File: config.mk
export PLATFORM = sky130hd
export DESIGN_NAME = bht_init_seq_flat
export DESIGN_NICKNAME = d
export VERILOG_FILES = /design/src/rtl/bht_init_seq_if.sv /design/src/rtl/bht_init_seq.sv /design/src/flat_wrapper.sv
export SDC_FILE = /design/constraint.sdc
export NUM_CORES = 1
export LEC_CHECK = 0
export CORE_ASPECT_RATIO = 0.7
export CORE_MARGIN = 2
export CORE_UTILIZATION = 45
export CTS_CLUSTER_SIZE = 20
export DETAILED_ROUTE_END_ITERATION = 7
export PLACE_DENSITY = 0.72
export SLEW_MARGIN = 20
export SYNTH_ARGS = -nofsm -noshare
export SYNTH_HDL_FRONTEND = slang
export SYNTH_SLANG_ARGS = --single-unit
File: constraint.sdc
create_clock -name clk -period 1.7 [get_ports clk]
set_input_delay 0.51 -clock clk [delete_from_list [all_inputs] [get_ports clk]]
set_output_delay 0.51 -clock clk [all_outputs]
set_load 0.05 [all_outputs]
File: src/rtl/bht_init_seq_if.sv
// Interface bundling the control-unit request side and the BHT init port of bht_init_seq.
//
// Signals
//   flush_req  : request to re-initialise the whole BHT (level or pulse)
//   flush_val  : counter value for a flush sweep, sampled when the request is taken
//   pipe_empty : no branch in EX/MEM, so no BHT update is pending
//   bht_rst    : BHT init write enable (writes bht_init to bht_addr on this edge)
//   bht_addr   : entry index being initialised
//   bht_init   : value written to the indexed entry
//   stall      : freeze fetch/branch pipeline
//   init_done  : BHT valid, no sweep or drain active
//   flush_ack  : one-cycle pulse when a flush sweep completes
//   busy_cnt   : entries remaining in the current sweep (debug)
//
// Modports
//   master : the sequencer (drives the BHT init port and pipeline controls)
//   slave  : the surrounding core / BHT side
interface bht_init_seq_if #(
  parameter int unsigned ADDR_W = 8
);
  logic              flush_req;
  logic [1:0]        flush_val;
  logic              pipe_empty;
  logic              bht_rst;
  logic [ADDR_W-1:0] bht_addr;
  logic [1:0]        bht_init;
  logic              stall;
  logic              init_done;
  logic              flush_ack;
  logic [ADDR_W:0]   busy_cnt;

  modport master (
    input  flush_req,
    input  flush_val,
    input  pipe_empty,
    output bht_rst,
    output bht_addr,
    output bht_init,
    output stall,
    output init_done,
    output flush_ack,
    output busy_cnt
  );

  modport slave (
    output flush_req,
    output flush_val,
    output pipe_empty,
    input  bht_rst,
    input  bht_addr,
    input  bht_init,
    input  stall,
    input  init_done,
    input  flush_ack,
    input  busy_cnt
  );
endinterface

File: src/rtl/bht_init_seq.sv
// BHT initialisation sequencer.
//
// Owns the BHT's synchronous init port and walks every entry to a known 2-bit counter value.
// A full sweep runs after power-on reset (writing INIT_STATE) and after each flush request
// (writing the requested value). Flush sweeps first wait for the pipeline to drain so that
// MEM-stage BHT updates never collide with init writes. The fetch/branch pipeline is stalled
// for the whole drain and sweep. All outputs are registered.
//
// Ports
//   clk   : clock, all state on the rising edge
//   rst_i : asynchronous active-high reset
//   bus   : bht_init_seq_if.master (flush request, pipe_empty, BHT init port, stall,
//           init_done, flush_ack, busy_cnt)
module bht_init_seq #(
  parameter int unsigned BHT_SIZE   = 256,
  parameter int unsigned ADDR_W     = 8,
  parameter logic [1:0]  INIT_STATE = 2'b01
) (
  input logic            clk,
  input logic            rst_i,
  bht_init_seq_if.master bus
);

  localparam int unsigned       CntW     = ADDR_W + 1;
  localparam logic [ADDR_W-1:0] LastAddr = ADDR_W'(BHT_SIZE - 1);
  localparam logic [CntW-1:0]   FullCnt  = CntW'(BHT_SIZE);

  typedef enum logic [1:0] {
    StSweep,
    StDone,
    StDrain
  } state_e;

  state_e            state_q, state_d;
  logic              bht_rst_q, bht_rst_d;
  logic [ADDR_W-1:0] addr_q, addr_d;
  logic [1:0]        init_q, init_d;
  logic              stall_q, stall_d;
  logic              done_q, done_d;
  logic              ack_q, ack_d;
  logic [CntW-1:0]   cnt_q, cnt_d;
  // A request that arrived while busy, and the latest value that came with it.
  logic              pend_q, pend_d;
  logic [1:0]        pend_val_q, pend_val_d;
  // Set once a flush has been accepted; only reset returns to a power-on sweep, so this
  // stays set for every later sweep and gates flush_ack.
  logic              flush_sweep_q, flush_sweep_d;

  always_comb begin
    state_d       = state_q;
    bht_rst_d     = bht_rst_q;
    addr_d        = addr_q;
    init_d        = init_q;
    stall_d       = stall_q;
    done_d        = done_q;
    ack_d         = 1'b0;
    cnt_d         = cnt_q;
    pend_d        = pend_q;
    pend_val_d    = pend_val_q;
    flush_sweep_d = flush_sweep_q;

    unique case (state_q)
      StSweep: begin
        // Requests while sweeping are deferred; the running sweep is never restarted.
        if (bus.flush_req) begin
          pend_d     = 1'b1;
          pend_val_d = bus.flush_val;
        end
        bht_rst_d = 1'b1;
        stall_d   = 1'b1;
        addr_d    = addr_q + 1'b1;
        cnt_d     = cnt_q - 1'b1;
        if (addr_q == LastAddr) begin
          // This edge writes the last entry.
          state_d   = StDone;
          addr_d    = '0;
          cnt_d     = '0;
          bht_rst_d = 1'b0;
          stall_d   = 1'b0;
          done_d    = 1'b1;
          ack_d     = flush_sweep_q;
        end
      end

      StDone: begin
        if (bus.flush_req || pend_q) begin
          // A fresh request on this edge is newer than anything held in pending.
          init_d        = bus.flush_req ? bus.flush_val : pend_val_q;
          pend_d        = 1'b0;
          flush_sweep_d = 1'b1;
          state_d       = StDrain;
          stall_d       = 1'b1;
          done_d        = 1'b0;
        end
      end

      StDrain: begin
        if (bus.flush_req) begin
          pend_d     = 1'b1;
          pend_val_d = bus.flush_val;
        end
        if (bus.pipe_empty) begin
          // First init write happens on the following edge.
          state_d   = StSweep;
          addr_d    = '0;
          cnt_d     = FullCnt;
          bht_rst_d = 1'b1;
        end
      end

      default: begin
        state_d   = StSweep;
        addr_d    = '0;
        cnt_d     = FullCnt;
        bht_rst_d = 1'b1;
        stall_d   = 1'b1;
        done_d    = 1'b0;
      end
    endcase
  end

  always_ff @(posedge clk or posedge rst_i) begin
    if (rst_i) begin
      state_q       <= StSweep;
      bht_rst_q     <= 1'b1;
      addr_q        <= '0;
      init_q        <= INIT_STATE;
      stall_q       <= 1'b1;
      done_q        <= 1'b0;
      ack_q         <= 1'b0;
      cnt_q         <= FullCnt;
      pend_q        <= 1'b0;
      pend_val_q    <= 2'b00;
      flush_sweep_q <= 1'b0;
    end else begin
      state_q       <= state_d;
      bht_rst_q     <= bht_rst_d;
      addr_q        <= addr_d;
      init_q        <= init_d;
      stall_q       <= stall_d;
      done_q        <= done_d;
      ack_q         <= ack_d;
      cnt_q         <= cnt_d;
      pend_q        <= pend_d;
      pend_val_q    <= pend_val_d;
      flush_sweep_q <= flush_sweep_d;
    end
  end

  assign bus.bht_rst   = bht_rst_q;
  assign bus.bht_addr  = addr_q;
  assign bus.bht_init  = init_q;
  assign bus.stall     = stall_q;
  assign bus.init_done = done_q;
  assign bus.flush_ack = ack_q;
  assign bus.busy_cnt  = cnt_q;

`ifndef SYNTHESIS
  // Init writes only ever happen with the pipeline frozen.
  a_rst_implies_stall: assert property (@(posedge clk) disable iff (rst_i)
      bus.bht_rst |-> bus.stall);
  a_done_not_stall: assert property (@(posedge clk) disable iff (rst_i)
      bus.init_done == !bus.stall);
  a_ack_in_done: assert property (@(posedge clk) disable iff (rst_i)
      bus.flush_ack |-> bus.init_done);
  a_cnt_tracks_rst: assert property (@(posedge clk) disable iff (rst_i)
      bus.bht_rst == (bus.busy_cnt != '0));
`endif

endmodule

File: src/flat_wrapper.sv
// flat-port wrapper written by rule: the top's interface ports become plain ports
module bht_init_seq_flat 
#(
  parameter int unsigned BHT_SIZE   = 256,
  parameter int unsigned ADDR_W     = 8,
  parameter logic [1:0]  INIT_STATE = 2'b01
)
  (clk, rst_i, bus_flush_req, bus_flush_val, bus_pipe_empty, bus_bht_rst, bus_bht_addr, bus_bht_init, bus_stall, bus_init_done, bus_flush_ack, bus_busy_cnt);
  bht_init_seq_if #(.ADDR_W(ADDR_W)) bus_i ();
  input logic clk;
  input logic rst_i;
  input wire logic [$bits(bus_i.flush_req)-1:0] bus_flush_req;
  input wire logic [$bits(bus_i.flush_val)-1:0] bus_flush_val;
  input wire logic [$bits(bus_i.pipe_empty)-1:0] bus_pipe_empty;
  output wire logic [$bits(bus_i.bht_rst)-1:0] bus_bht_rst;
  output wire logic [$bits(bus_i.bht_addr)-1:0] bus_bht_addr;
  output wire logic [$bits(bus_i.bht_init)-1:0] bus_bht_init;
  output wire logic [$bits(bus_i.stall)-1:0] bus_stall;
  output wire logic [$bits(bus_i.init_done)-1:0] bus_init_done;
  output wire logic [$bits(bus_i.flush_ack)-1:0] bus_flush_ack;
  output wire logic [$bits(bus_i.busy_cnt)-1:0] bus_busy_cnt;
  assign bus_i.flush_req = bus_flush_req;
  assign bus_i.flush_val = bus_flush_val;
  assign bus_i.pipe_empty = bus_pipe_empty;
  assign bus_bht_rst = bus_i.bht_rst;
  assign bus_bht_addr = bus_i.bht_addr;
  assign bus_bht_init = bus_i.bht_init;
  assign bus_stall = bus_i.stall;
  assign bus_init_done = bus_i.init_done;
  assign bus_flush_ack = bus_i.flush_ack;
  assign bus_busy_cnt = bus_i.busy_cnt;
  bht_init_seq #(.BHT_SIZE(BHT_SIZE), .ADDR_W(ADDR_W), .INIT_STATE(INIT_STATE)) u_core (.clk(clk), .rst_i(rst_i), .bus(bus_i));
endmodule
### Yosys cells after proc, flatten, opt, wreduce, memory -nomap -nowiden

Index checks and enable logic that the tools add are counted.

* bits of input ports: 6
* word-level logic and storage cells: 55
* output and inout bits: 23
* bits in registers: 29

* reduce and logical (&&, ||, !) cells: 10
* muxes and demuxes: 23
* bitwise operators: 2
* add/sub/neg operators: 2
* equality and inequality tests: 7

Operator list (count)
* $pmux W9 S3: 1
* $pmux W8 S3: 1
* $mux W9: 2
* $mux W8: 2
* $pmux W1 S3: 3
* $reduce_and A3 Y1: 3
* $sub A9 B1 Y9 const B: 1
* $add A8 B1 Y8 const B: 1
* $eq A8 B8 Y1 const B: 1
* $mux W1: 8
* $mux W2: 4
* $ne A2 B1 Y1 const B: 3
* $pmux W2 S3: 1
* $reduce_and A2 Y1: 3
* $eq A2 B1 Y1 const B: 1
* $eq A2 B2 Y1 const B: 1
* $logic_not A2 Y1: 1
* $ne A2 B2 Y1 const B: 1
* $not A1 Y1: 2
* $pmux W1 S2: 1
* $reduce_bool A2 Y1: 1
* $reduce_or A2 Y1: 1
* $logic_or A1 B1 Y1: 1

### Depth between registers and ports, before layout

Gate-level depths: netlist (run 1).

* depth in word-level cells: 4
* depth in mapped cells: 6
* depth with buffers taken out: 6

### Worst setup path before layout (run 1)

Ideal clock, no wire load.

* path type: register to register
* start: reg u_core.addr_q[0] (netlist: u_core.bus.bht_addr[0])
* end: reg u_core.cnt_q[2] (netlist: u_core.bus.busy_cnt[2])
* path buffers: 0
* cell stages (with the launch flop): 6
* slack: -0.041 ns
* data arrival time: 1.620 ns
* required time: 1.579 ns
* clock period less this slack: 1.741 ns
* library setup time: 0.121 ns
* cells stage by stage: dfrtp_1 -> ha_1 -> nand3_1 -> o21ai_1 -> o21ai_0 -> a22o_1

* word-level cells in the longest chain between the ends: 3

RTL lines
* start: declaration: line bht_init_seq.sv:36 `logic [ADDR_W-1:0] addr_q, addr_d;`
* start signal: assignment: line bht_init_seq.sv:138 `addr_q <= addr_d;`
* $eq A8 B8 Y1: line bht_init_seq.sv:73 `if (addr_q == LastAddr) begin`
* $mux W9: line bht_init_seq.sv:73
* $pmux W9 S3: line bht_init_seq.sv:62 `unique case (state_q)`
* end signal: assignment: line bht_init_seq.sv:131 `cnt_q <= FullCnt;`
* end signal: assignment: line bht_init_seq.sv:143 `cnt_q <= cnt_d;`
* end: declaration: line bht_init_seq.sv:41 `logic [CntW-1:0] cnt_q, cnt_d;`

Every way passes these cells.
A chain may end at the register's enable or synchronous reset.

### Worst setup path in the final report (run 1)

* start: in bus_pipe_empty
* end: reg u_core.cnt_q[8] (netlist: u_core.bus.busy_cnt[8])

* word-level cells in the longest chain between the ends: 2

RTL lines
* start: declaration: line flat_wrapper.sv:14 `input wire logic [$bits(bus_i.pipe_empty)-1:0] bus_pipe_empty;`
* $ne A2 B2 Y1 (no line)
* $reduce_and A2 Y1 (no line)

Every way passes these cells.

==> results of run 1 <==
[cell usage in the layout (no fill, tap or decap), types with 2 or more instances in the layout]
master,instances
nand2b_1,2
nor3_1,2
a21o_1,2
nand4_1,3
dfrtp_2,2
xor2_1,3
inv_1,5
o31ai_1,2
a21oi_1,5
clkdlybuf4s50_1,5
nand3_1,5
buf_4,9
a22o_1,5
buf_12,24
o21ai_0,14
dfrtp_1,23
nor2_1,18
mux2i_1,2
o21a_1,2
clkbuf_1,2
dfstp_2,4
mux2_2,3
clkbuf_8,6
nand2_1,15
ha_1,2
[sequential cells by signal (all words and copies together), names as in the netlist]
signal / cells
u_core.bus.flush_ack: 1
u_core.bus.busy_cnt: 9
u_core.bus.bht_init: 2
u_core.bus.init_done: 1
u_core.pend_q: 1
u_core.pend_val_q: 2
u_core.bus.stall: 1
u_core.state_q: 2
u_core.flush_sweep_q: 1
u_core.bus.bht_addr: 8
u_core.bus.bht_rst: 1
[cells by family after synthesis]
kind of cell	after synthesis
AND/OR/NAND/NOR	57
AO/OA/AOI/OAI	36
flip-flops	29
buffers and inverters	9
multiplexers	5
XOR/XNOR	3
adder cells (fa/ha/maj)	2
[power groups by stage]
| stage | Combinational [mW] | Clock (mW) | Sequential (mW) |
|---|---|---|---|
| finish | 1.94 | 0.585 | 1.19 |
| global route | 2.04 | 0.629 | 1.22 |
| CTS | 1.95 | 0.599 | 1.19 |
| detailed placement | 1.94 | 0 | 1.19 |
| global placement | 1.92 | 0 | 1.18 |
| floorplan | 0.420 | 0 | 1.70 |
[per-stage QoR]
step           setup slack [ps]  setup TNS, ps  util (%)
3_5_place_dp               -206          -3390      70.0
3_3_place_gp               -180          -2790      70.0
4_1_cts                    66.1              0      73.1
5_1_grt                    3.54              0      73.4
2_1_floorplan              22.5              0         -
6_report                   76.4              0      73.4
[layer usage]
layer  vias up  wire length, um  track usage, %
li1        578                -               -
met1       578             1510            27.2
met2        47             1450            30.1
met3         7              226            6.22
met4         0               53            9.43
met5         -                0               0
[worst max-delay path by stage]
stage / from / endpoint / cells past startpoint / slack, ps
2_1_floorplan: u_core.bus.bht_addr[3] / u_core.bus.busy_cnt[2] / 5 / 20
5_1_grt: bus_pipe_empty / u_core.bus.busy_cnt[2] / 5 / 4
3_5_place_dp: bus_pipe_empty / u_core.bus.busy_cnt[5] / 5 / -210
4_1_cts: bus_pipe_empty / u_core.bus.busy_cnt[3] / 5 / 70
3_3_place_gp: bus_pipe_empty / u_core.bus.busy_cnt[2] / 5 / -180
6_report: bus_pipe_empty / u_core.bus.busy_cnt[8] / 4 / 80
[timing repair]
action	CTS	global route
hold buffers	0	0
setup buffers	0	0
setup endpoints to repair	0	2
resized for setup	0	2
[worst max-delay path: stages]
cell and delay (ps):
clkdlybuf4s50_1 390, or3b_1 490, and2_4 220, o2111a_1 220
[final cells by class]
class	count	area share [%]
Multi-Input combinational cell	103	29.8
Tap cell	36	2.13
Timing Repair Buffer	38	28.3
Inverter	5	0.887
Sequential cell	29	34.7
Clock buffer	8	4.26
==> impl_results.html, run 1 <==
<table>
<tr><th>Metric</th><th>Value</th></tr>
<tr><th colspan="2">Status</th></tr>
<tr><td>Result of the run</td><td>finished, final reports clean</td></tr>
<tr><th colspan="2">Logic synthesis</th></tr>
<tr><td>Post-synthesis async set-or-reset flop share</td><td>100%</td></tr>
<tr><td>Adder-cell share of the synthesized area</td><td>1.78%</td></tr>
<tr><td>Dominant combinational cell family by area after synthesis</td><td>simple AND/OR/NAND/NOR gates</td></tr>
<tr><td>Post-synthesis compound-gate area fraction</td><td>16.4%</td></tr>
<tr><td>Yosys warning total</td><td>0</td></tr>
<tr><td>Nets in the synthesized netlist</td><td>149</td></tr>
<tr><td>Synth Flop Type</td><td>dfrtp_1</td></tr>
<tr><td>Synthesized instance count</td><td>141</td></tr>
<tr><td>Number of enable-type register cells in the synthesized netlist</td><td>0</td></tr>
<tr><td>Fraction of the yosys area taken by sequential cells</td><td>52.0%</td></tr>
<tr><td>Largest area contributor in the netlist</td><td>dfrtp_1</td></tr>
<tr><td>Post-synthesis xor/xnor area fraction</td><td>1.87%</td></tr>
<tr><td>Commonest cells post-synth</td><td>25 x dfrtp_1, 18 x nor2_1, 15 x nand2_1</td></tr>
<tr><td>Number of register bits inferred by synthesis</td><td>29</td></tr>
<tr><td>Most common cell in the netlist</td><td>dfrtp_1</td></tr>
<tr><td>Simple-gate portion of the synthesized area</td><td>20.5%</td></tr>
<tr><td>Mux share of post-synthesis cell area</td><td>3.83%</td></tr>
<tr><td>Post-synthesis cell type count</td><td>39</td></tr>
<tr><td>Average instance area after synthesis</td><td>9.97 sq um</td></tr>
<tr><td>Dominant cells by area after synthesis</td><td>dfrtp_1 45%, dfstp_2 7.5%, o21ai_0 5.0%, nor2_1 4.8%, nand2_1 4.0%</td></tr>
<tr><td>Cell area after technology mapping</td><td>0.00141 sq mm</td></tr>
<tr><td>Synth top area share</td><td>44.5%</td></tr>
<tr><th colspan="2">Worst hold path</th></tr>
<tr><td>Worst hold path type</td><td>reg -&gt; reg</td></tr>
<tr><td>Hold Path Stages</td><td>2</td></tr>
<tr><td>Worst min-delay path endpoint</td><td>u_core.flush_sweep_q</td></tr>
<tr><td>Min-delay src</td><td>u_core.flush_sweep_q</td></tr>
<tr><th colspan="2">Floorplan</th></tr>
<tr><td>Die outline area</td><td>0.00359 sq mm</td></tr>
<tr><td>Initial core utilization</td><td>48.7%</td></tr>
<tr><td>Number of rows created at floorplan</td><td>16</td></tr>
<tr><td>I/O pins</td><td>29</td></tr>
<tr><td>Die width</td><td>70.8 um</td></tr>
<tr><td>Area of the core region</td><td>0.00288 sq mm</td></tr>
<tr><td>Die span in y</td><td>50.8 um</td></tr>
<tr><th colspan="2">Critical path</th></tr>
<tr><td>Worst reg-to-reg path cell count</td><td>6</td></tr>
<tr><td>Endpoint of the worst-slack reg-to-reg timing path</td><td>u_core.bus.busy_cnt[8]</td></tr>
<tr><td>Critical path peak fanout</td><td>7</td></tr>
<tr><td>Critical Path Start Type</td><td>input pin</td></tr>
<tr><td>Critical path endpoint category</td><td>register</td></tr>
<tr><td>Flop2flop setup slack</td><td>140 ps</td></tr>
<tr><td>Reg-to-Reg Start</td><td>u_core.bus.busy_cnt[1]</td></tr>
<tr><td>Critical Path AT</td><td>1840 ps</td></tr>
<tr><td>Data required time at the worst endpoint</td><td>1910 ps</td></tr>
<tr><td>WS Path Type</td><td>in -&gt; reg</td></tr>
<tr><th colspan="2">Power and ir drop</th></tr>
<tr><td>Net switching power of the design</td><td>1.57 mW</td></tr>
<tr><td>Internal power consumption</td><td>2.15 mW</td></tr>
<tr><td>Combinational Power Share</td><td>52.2%</td></tr>
<tr><td>Power per unit of standard cell area</td><td>1760 mW/mm^2</td></tr>
<tr><td>Leakage dissipation</td><td>0.939 nW</td></tr>
<tr><td>Clock network fraction of design power</td><td>15.7%</td></tr>
<tr><td>Proportion of power drawn by flip-flops and latches</td><td>32.1%</td></tr>
<tr><td>Overall power</td><td>3.72 mW</td></tr>
<tr><td>Switch share</td><td>42.3%</td></tr>
<tr><td>Largest voltage drop on the vdd net</td><td>1.17 mV</td></tr>
<tr><th colspan="2">Routing</th></tr>
<tr><td>Number of nets with antenna violations after detailed routing</td><td>0</td></tr>
<tr><td>Total via count in the routed design</td><td>1210</td></tr>
<tr><td>Via/cell ratio</td><td>5.53</td></tr>
<tr><td>Drt first-iter violations</td><td>91</td></tr>
<tr><td>Average detailed-routed wire length per instance</td><td>14.8 um</td></tr>
<tr><td>WL final</td><td>3240 um</td></tr>
<tr><td>Detailed Routing Iterations Pass 1</td><td>4</td></tr>
<tr><td>Detailed-route DRC error count</td><td>0</td></tr>
<tr><th colspan="2">Clock network</th></tr>
<tr><td>Worst-skew pair later-pin latency</td><td>290 ps</td></tr>
<tr><td>TritonCTS sink count</td><td>29</td></tr>
<tr><td>Number of levels in the clock H-tree</td><td>2</td></tr>
<tr><td>TritonCTS clock tree</td><td>done</td></tr>
<tr><td>Clock Root Buffer</td><td>clkbuf_8</td></tr>
<tr><td>Largest buffer count on any clock path</td><td>2</td></tr>
<tr><td>Number of buffers inserted during clock tree synthesis</td><td>5</td></tr>
<tr><td>Clock transition time at the flip-flop clock pins of the worst setup and hold paths</td><td>60 ps</td></tr>
<tr><th colspan="2">STA</th></tr>
<tr><td>Number of endpoints failing setup at the final stage</td><td>0</td></tr>
<tr><td>Slew @ Worst Pin</td><td>387 ps</td></tr>
<tr><td>Period Utilization, post-route</td><td>95.5%</td></tr>
<tr><td>Max transition margin</td><td>74.0%</td></tr>
<tr><td>Number of max-slew violations in the final report</td><td>0</td></tr>
<tr><td>Smallest hold slack</td><td>480 ps</td></tr>
<tr><td>Final hold vios</td><td>0</td></tr>
<tr><td>RSZ-0062 raised after global routing</td><td>false</td></tr>
<tr><td>Worst Clk Skew</td><td>8.03 ps</td></tr>
<tr><td>Clock period minus worst slack</td><td>1620 ps</td></tr>
<tr><td>Achievable Freq</td><td>616 MHz</td></tr>
<tr><th colspan="2">Finish</th></tr>
<tr><td>Post-route design area</td><td>0.00212 sq mm</td></tr>
<tr><td>Multi-input gate area</td><td>631 sq um</td></tr>
<tr><td>Area growth from synthesis to layout</td><td>50.6%</td></tr>
<tr><td>FF+latch area</td><td>733 sq um</td></tr>
<tr><td># nets final</td><td>190</td></tr>
<tr><td>Fillers</td><td>213</td></tr>
<tr><td>Fraction of layout cells with a size suffix above 1</td><td>29.5%</td></tr>
<tr><td>Post-route non-filler standard cell count</td><td>219</td></tr>
<tr><td>Inserted Diodes</td><td>0</td></tr>
<tr><th colspan="2">Placed design</th></tr>
<tr><td>Routability-driven placement congestion ratio</td><td>0.838</td></tr>
<tr><td>IO Port Bufs</td><td>28</td></tr>
<tr><td>Cell count after placement</td><td>211</td></tr>
<tr><td>HPWL after DPL</td><td>2340 um</td></tr>
<tr><td>Instance area after placement</td><td>0.00202 sq mm</td></tr>
<tr><th colspan="2">Global route</th></tr>
<tr><td>Wire length of the first global-routing pass</td><td>5550 um</td></tr>
<tr><td>Global-route usage over all layers</td><td>20.3%</td></tr>
<tr><td>Gr ovfl total</td><td>0</td></tr>
<tr><td>Antenna violations before repair</td><td>0</td></tr>
<tr><td>Largest net degree at the start of global routing</td><td>30</td></tr>
<tr><td>Number of global-route vias before repair</td><td>1190</td></tr>
<tr><th colspan="2">Job</th></tr>
<tr><td>Max-cap violations</td><td>0</td></tr>
</table>
Power figures use the tool's default switching activity.
==> run 2, diff against run 1 <==
==> constraint.sdc (replaced) <==
create_clock -name clk -period 2.1 [get_ports clk]
set_input_delay 0.63 -clock clk [delete_from_list [all_inputs] [get_ports clk]]
set_output_delay 0.63 -clock clk [all_outputs]
set_load 0.05 [all_outputs]
==> run 2 against run 1 <==
Net effect: via count is 5.5% lower; clock power is 20% lower; design area decreased by 18%; power is 32% lower; die area is the same; first-iteration DRC count shrank 74%; final cell count fell by 4.1%; sequential power down 22%; critical path depth grew 1; clock skew rose by 3.8 ps; largest power group unchanged; highest routed layer unchanged.
==> impl_results.html, run 2 (synthesized netlist as in run 1, its figures left out) <==
<table>
<tr><th>Metric</th><th>Value</th></tr>
<tr><th colspan="2">Routing</th></tr>
<tr><td>Detailed-route DRC error count</td><td>0</td></tr>
<tr><td>Drt first-iter violations</td><td>24</td></tr>
<tr><td>Via/cell ratio</td><td>5.44</td></tr>
<tr><td>Average detailed-routed wire length per instance</td><td>14.5 um</td></tr>
<tr><td>Total via count in the routed design</td><td>1143</td></tr>
<tr><td>Number of nets with antenna violations after detailed routing</td><td>0</td></tr>
<tr><td>Detailed Routing Iterations Pass 1</td><td>4</td></tr>
<tr><td>WL final</td><td>3050 um</td></tr>
<tr><th colspan="2">Clock network</th></tr>
<tr><td>Number of levels in the clock H-tree</td><td>2</td></tr>
<tr><td>Clock transition time at the flip-flop clock pins of the worst setup and hold paths</td><td>60 ps</td></tr>
<tr><td>TritonCTS clock tree</td><td>done</td></tr>
<tr><td>TritonCTS sink count</td><td>29</td></tr>
<tr><td>CTS-repair resized insts</td><td>0</td></tr>
<tr><td>Buffer count from post-CTS setup fixing</td><td>0</td></tr>
<tr><td>Hold-fix buffers at CTS</td><td>0</td></tr>
<tr><td>Largest buffer count on any clock path</td><td>2</td></tr>
<tr><td>Worst-skew pair later-pin latency</td><td>290 ps</td></tr>
<tr><td>Number of buffers inserted during clock tree synthesis</td><td>5</td></tr>
<tr><td>Clock Root Buffer</td><td>clkbuf_8</td></tr>
<tr><th colspan="2">Critical path</th></tr>
<tr><td>Critical path endpoint category</td><td>register</td></tr>
<tr><td>Reg-to-Reg Start</td><td>u_core.bus.bht_addr[0]</td></tr>
<tr><td>Critical path peak fanout</td><td>7</td></tr>
<tr><td>Worst setup path startpoint</td><td>bus_pipe_empty</td></tr>
<tr><td>Chain of cells forming the critical path</td><td>clkdlybuf4s50_1 &gt; or3b_1 &gt; and2_4 &gt; o21ai_0 &gt; a22o_1</td></tr>
<tr><td>Max incr delay on CP</td><td>470 ps</td></tr>
<tr><td>Critical Path Start Type</td><td>input pin</td></tr>
<tr><td>Data required time at the worst endpoint</td><td>2310 ps</td></tr>
<tr><td>WS Path Type</td><td>in -&gt; reg</td></tr>
<tr><td>Critical Path AT</td><td>1960 ps</td></tr>
<tr><td>Master of the slowest instance on the critical path</td><td>or3b_1</td></tr>
<tr><th colspan="2">STA</th></tr>
<tr><td>Slew @ Worst Pin</td><td>402 ps</td></tr>
<tr><td>RSZ-0062 raised after global routing</td><td>false</td></tr>
<tr><td>Worst Clk Skew</td><td>11.8 ps</td></tr>
<tr><td>Post-layout worst setup margin</td><td>353 ps</td></tr>
<tr><td>Number of endpoints failing setup at the final stage</td><td>0</td></tr>
<tr><td>Max transition margin</td><td>73.0%</td></tr>
<tr><td>Clock period minus worst slack</td><td>1750 ps</td></tr>
<tr><td>Final hold vios</td><td>0</td></tr>
<tr><td>Smallest hold slack</td><td>474 ps</td></tr>
<tr><td>Achievable Freq</td><td>572 MHz</td></tr>
<tr><td>Total Negative Setup Slacks</td><td>0 ps</td></tr>
<tr><td>Number of max-slew violations in the final report</td><td>0</td></tr>
<tr><td>Period Utilization, post-route</td><td>83.2%</td></tr>
<tr><th colspan="2">Finish</th></tr>
<tr><td>Utilization of the core after routing</td><td>60.3%</td></tr>
<tr><td>Inserted Diodes</td><td>0</td></tr>
<tr><td>Flip-flop count of the largest register, all copies and words added</td><td>9</td></tr>
<tr><td>Post-route design area</td><td>0.00174 sq mm</td></tr>
<tr><td># nets final</td><td>181</td></tr>
<tr><td>Post-route non-filler standard cell count</td><td>210</td></tr>
<tr><td>Leading cell types in the layout, fill and taps excluded</td><td>25 x dfrtp_1, 24 x buf_4, 18 x nor2_1</td></tr>
<tr><td>Area growth from synthesis to layout</td><td>23.7%</td></tr>
<tr><td>Fraction of layout cells with a size suffix above 1</td><td>24.1%</td></tr>
<tr><td>Most common library cell in the layout ignoring fill and taps</td><td>dfrtp_1</td></tr>
<tr><th colspan="2">Floorplan</th></tr>
<tr><td>I/O pins</td><td>29</td></tr>
<tr><td>Die outline area</td><td>0.00359 sq mm</td></tr>
<tr><td>Area of the core region</td><td>0.00288 sq mm</td></tr>
<tr><td>Die span in y</td><td>50.8 um</td></tr>
<tr><td>Die width</td><td>70.8 um</td></tr>
<tr><td>Initial core utilization</td><td>48.7%</td></tr>
<tr><td>Number of rows created at floorplan</td><td>16</td></tr>
<tr><th colspan="2">Power and ir drop</th></tr>
<tr><td>Power per unit of standard cell area</td><td>1450 mW/mm^2</td></tr>
<tr><td>Overall power</td><td>2.53 mW</td></tr>
<tr><td>Leakage dissipation</td><td>0.793 nW</td></tr>
<tr><td>Largest voltage drop on the vdd net</td><td>0.938 mV</td></tr>
<tr><th colspan="2">Placed design</th></tr>
<tr><td>IO Port Bufs</td><td>28</td></tr>
<tr><td>Cell count after placement</td><td>202</td></tr>
<tr><td>HPWL after DPL</td><td>2220 um</td></tr>
<tr><td>Pre-CTS setup slack</td><td>76.6 ps</td></tr>
<tr><td>Instance area after placement</td><td>0.00165 sq mm</td></tr>
<tr><td>Routability-driven placement congestion ratio</td><td>0.803</td></tr>
<tr><th colspan="2">Global route</th></tr>
<tr><td>Global-route usage over all layers</td><td>19.3%</td></tr>
<tr><td>Gr ovfl total</td><td>0</td></tr>
<tr><td>Largest net degree at the start of global routing</td><td>30</td></tr>
<tr><td>Number of global-route vias before repair</td><td>1147</td></tr>
<tr><td>Antenna violations before repair</td><td>0</td></tr>
<tr><td>Wire length of the first global-routing pass</td><td>5190 um</td></tr>
<tr><th colspan="2">Worst hold path</th></tr>
<tr><td>Worst hold path type</td><td>reg -&gt; reg</td></tr>
<tr><td>Min-delay src</td><td>u_core.flush_sweep_q</td></tr>
<tr><th colspan="2">Status</th></tr>
<tr><td>Result of the run</td><td>finished, final reports clean</td></tr>
<tr><th colspan="2">Job</th></tr>
<tr><td>Max-cap violations</td><td>0</td></tr>
</table>
run 2: changes by cell type in the layout (fill, tap and decap cells not counted):
| cell | before | now |
|---|---|---|
| dfrtp_2 | 2 | 0 |
| nor2b_2 | 1 | 0 |
| buf_4 | 9 | 24 |
| nor2b_1 | 1 | 2 |
| nand2_2 | 0 | 1 |
| dfrtp_1 | 23 | 25 |
| nand2_4 | 1 | 0 |
| buf_12 | 24 | 0 |
run 2: layout make-up:
type,count,area (sq um)
inverter,5,18.8
clock buffer,8,90.1
sequential,29,731
timing repair buffer,29,230
tap,36,45.0
multi-input combinational,103,623
fill,248,1140
run 2: routing by layer:
| metal | track usage, % | part of all wire [%] |
|---|---|---|
| met2 | 27.9 | 44 |
| met3 | 8.63 | 5.0 |
| met4 | 7.86 | 0.43 |
| met5 | 0 | 0 |
| met1 | 25.1 | 51 |
run 2: final timing paths:
path                                          endpoint  slack [ps]  cells after the start
worst min-delay path              u_core.flush_sweep_q         470                      2
worst max register to register  u_core.bus.busy_cnt[2]         470                      5
worst max-delay path            u_core.bus.busy_cnt[2]         350                      5
max in group asynchronous           u_core.bus.bht_rst        1060                      3
worst min register to register    u_core.flush_sweep_q         470                      2
min in group asynchronous       u_core.bus.busy_cnt[5]         720                      3
run 2: power by group:
| part | leakage [nW] | total, mW | internal [mW] | switching, mW |
|---|---|---|---|---|
| registers | 0.347 | 0.929 | 0.717 | 0.212 |
| logic | 0.401 | 1.13 | 0.372 | 0.758 |
| clock network | 0.0455 | 0.468 | 0.266 | 0.202 |
run 2: critical path, delay by kind of cell:
kind,cells,cell delay [ps]
buf+inv,1,390
simple gates,2,680
compound gates,2,250
==> RTL edit (config.mk and constraints of run 1) <==
Take the reset off `addr_q` and load it in a clocked block of its own.
--- a/src/rtl/bht_init_seq.sv
+++ b/src/rtl/bht_init_seq.sv
@@ -125,3 +125,2 @@
       bht_rst_q     <= 1'b1;
-      addr_q        <= '0;
       init_q        <= INIT_STATE;
@@ -137,3 +136,2 @@
       bht_rst_q     <= bht_rst_d;
-      addr_q        <= addr_d;
       init_q        <= init_d;
@@ -147,2 +145,6 @@
     end
+  end
+
+  always_ff @(posedge clk) begin
+    addr_q <= addr_d;
   end
Function: changed (Yosys sat finds a counterexample within 4 cycles, from zero or initial values and one cycle with rst_i high).
==> RTL edit against run 1 <==
  * Cell area is 2.5% higher
  * First-iteration DRC count is 3.3% higher
  * Power is 15% higher
  * Sequential power is 12% higher
  * Wire length is 0.71% lower
  * Count of clock-buffer cells in the layout is 2 lower
  * Sequential cell count stayed put
  * Worst hold slack better by 15 ps
  * Setup slack better by 56 ps
  * Highest routed layer unchanged
  * Critical endpoint is now u_core.bus.busy_cnt[2]$_DFFE_PP0P_
  * Non-clock buffer count is 6 higher
  * Fmax is 3.6% higher
  * Area after synthesis is 1.1% lower
  * Critical path type is now reg -> reg
  * Critical path depth is 1 higher
==> RTL edit: results (changes against run 1) <==
- The post-placement setup slack is -139 ps (+67.4 ps).
- The run finished with clean final reports.
- The endpoint of the worst hold path is u_core.flush_sweep_q$_DFFE_PP0P_.
- The clock root buffer is sky130_fd_sc_hd__clkbuf_8.
- The number of clock buffers inserted by TritonCTS is 5 (unchanged).
- The total of cells resized after clock tree synthesis is 0 (unchanged).
- The number of flip-flops under the largest register name is 9 (unchanged).
- The async set or reset register ratio after synthesis is 72.4% (-28 points).
- The unique cell type count in the Yosys netlist is 43 (+10%).
- The number of global-route vias before repair came to 1152 (-3.2%).
- The synthesized netlist net count was 133 (-11%).
- The yosys synthesis warning count was 0 (unchanged).
- The DRC marker count from the first detailed-route iteration is 94 (+3.3%).
- The number of levels in the clock H-tree is 2 (unchanged).
- The slack of the worst reg-to-reg path is 130 ps.
- The clock latency reported for the late side of the worst-skew pair is 280 ps.
- The global-route total usage across every layer is 21.1% (+0.81 points).
- The buffer count from post-CTS setup fixing was 0 (unchanged).
- The sequential element share of the synthesized area is 55.4% (+3.4 points).
- The largest net degree at the start of global routing is 22 (-27%).
- The detailed-placement wirelength estimate is 2460 um (+5.2%).
- The post-route clock skew is 5.87 ps (-2.17 ps).
- By area the synthesized netlist is led by sky130_fd_sc_hd__dfrtp_1, sky130_fd_sc_hd__edfxtp_1, sky130_fd_sc_hd__dfstp_2, sky130_fd_sc_hd__nor2_1, sky130_fd_sc_hd__xor2_1.
- In this run the critical register-to-register path is captured at u_core.bus.busy_cnt[2]$_DFFE_PP0P_.
- The startpoint of the most critical hold path is u_core.flush_sweep_q$_DFFE_PP0P_.
- The number of buffers inserted by port buffering is 28 (unchanged).
- The share of cells above drive strength 1 was 38.6% (+9.1 points).
- The number of synthesized flops with an enable pin is 8 (+8).
- The number of vias per cell after detailed routing is 5.43 (-1.6%).
- The global-route wire length before repair came to 5490 um (-0.99%).
- The buffer depth of the longest clock path is 2 (unchanged).
- The clock edge transition at the registers on the reported setup and hold paths is 60 ps (about the same).
- The final-layout fill cell count is 190 (-11%).
- The worst hold margin was 495 ps (+15.0 ps).
- The commonest cells after synthesis are sky130_fd_sc_hd__dfrtp_1, sky130_fd_sc_hd__nor2_1, sky130_fd_sc_hd__nand2_1.
- The initial antenna violation count is 0 (unchanged).
- The weighted congestion reported at the end of routability-driven placement is 0.787 (-6.0%).
- The worst hold path belongs to the class reg -> reg.
- The data arrival at the endpoint of the critical path came to 1720 ps (-120 ps).
- The length in cells of the worst reg-to-reg path is 5 (-1).
- The layout net count is 183 (-3.7%).
- The total leakage power came to 0.892 nW (-5.0%).
- The fraction of synthesized cell area taken by the top area cell type is 30.6% (-14 points).
- The depth of the worst hold-timing path is 1 (-1).
- The antenna diode instance count came to 0 (unchanged).
- The worst-case headroom to the max-slew limit is 70.7% (-3.3 points).
- The worst vdd rail ir drop is 1.42 mV (+22%).
- The number of search-and-repair iterations in the first detailed-routing pass was 4 (unchanged).
- The largest fanout of any net on the critical path is 17 (+10).
- The startpoint of the worst register-to-register path is u_core.bus.bht_addr[1]$_SDFFCE_PP0P_.
- The total routed wirelength is 3220 um (-0.71%).
-- RTL edit: how the worst max path moves through the flow --
stage	start	to	slack (ps)	cells past startpoint
2_1_floorplan	u_core.bus.bht_addr[0]$_SDFFCE_PP0P_	u_core.bus.bht_addr[0]$_SDFFCE_PP0P_	-90	5
3_3_place_gp	bus_pipe_empty	u_core.bus.busy_cnt[2]$_DFFE_PP0P_	10	5
3_5_place_dp	bus_flush_req	u_core.bus.bht_init[1]$_DFFE_PP0P_	-140	5
4_1_cts	u_core.bus.bht_addr[0]$_SDFFCE_PP0P_	u_core.bus.busy_cnt[2]$_DFFE_PP0P_	120	5
5_1_grt	u_core.bus.bht_addr[1]$_SDFFCE_PP0P_	u_core.bus.busy_cnt[2]$_DFFE_PP0P_	10	5
6_report	u_core.bus.bht_addr[1]$_SDFFCE_PP0P_	u_core.bus.busy_cnt[2]$_DFFE_PP0P_	130	5
-- RTL edit: stage by stage --
stage / area (um^2) / power, mW / instances / setup TNS, ps / utilization [%]
finish: 2170 / 4.29 / 212 / 0 / 75.7
global route: 2170 / 4.51 / 212 / 0 / 75.7
CTS: 2160 / 4.32 / 212 / 0 / 75.4
detailed placement: 2080 / 3.77 / 204 / -351 / 72.6
global placement: 2080 / 3.70 / 204 / 0 / 72.6
floorplan: 1410 / 2.48 / 125 / -713 / -
-- RTL edit: layer usage --
metal / share of wire [%] / track usage, % / up-vias
met5: 0 / 0 / -
met3: 8.0 / 9.44 / 7
met2: 49 / 31.4 / 46
met4: 1.4 / 8.33 / 0
li1: - / - / 548
met1: 42 / 26.9 / 551
-- RTL edit: logic make-up after synthesis --
group / count (synthesis) / share of synthesized area [%]
AO/OA/AOI/OAI: 24 / 11.3
flip-flops: 29 / 55.4
AND/OR/NAND/NOR: 53 / 22.1
buffers and inverters: 6 / 1.89
multiplexers: 4 / 3.06
adder cells (fa/ha/maj): 2 / 1.80
XOR/XNOR: 7 / 4.41
-- RTL edit: critical path, stage by stage (launching register included) --
cell and delay (ps):
sky130_fd_sc_hd__edfxtp_1 360, sky130_fd_sc_hd__ha_2 240, sky130_fd_sc_hd__nand3_2 120, sky130_fd_sc_hd__o21ai_4 400, sky130_fd_sc_hd__o21ai_0 150, sky130_fd_sc_hd__o2bb2ai_1 160
-- RTL edit: power breakdown --
group | internal, mW | switching (mW) | total (mW)
clock | 0.282 | 0.250 | 0.533
combinational | 1.19 | 1.24 | 2.43
sequential | 1.00 | 0.327 | 1.33
-- RTL edit: final cells by class --
| type | instances | share of cell area [%] |
|---|---|---|
| Clock buffer | 6 | 3.35 |
| Clock inverter | 2 | 0.462 |
| Inverter | 5 | 0.866 |
| Multi-Input combinational cell | 90 | 28.6 |
| Sequential cell | 29 | 35.5 |
| Tap cell | 36 | 2.08 |
| Timing Repair Buffer | 44 | 29.1 |
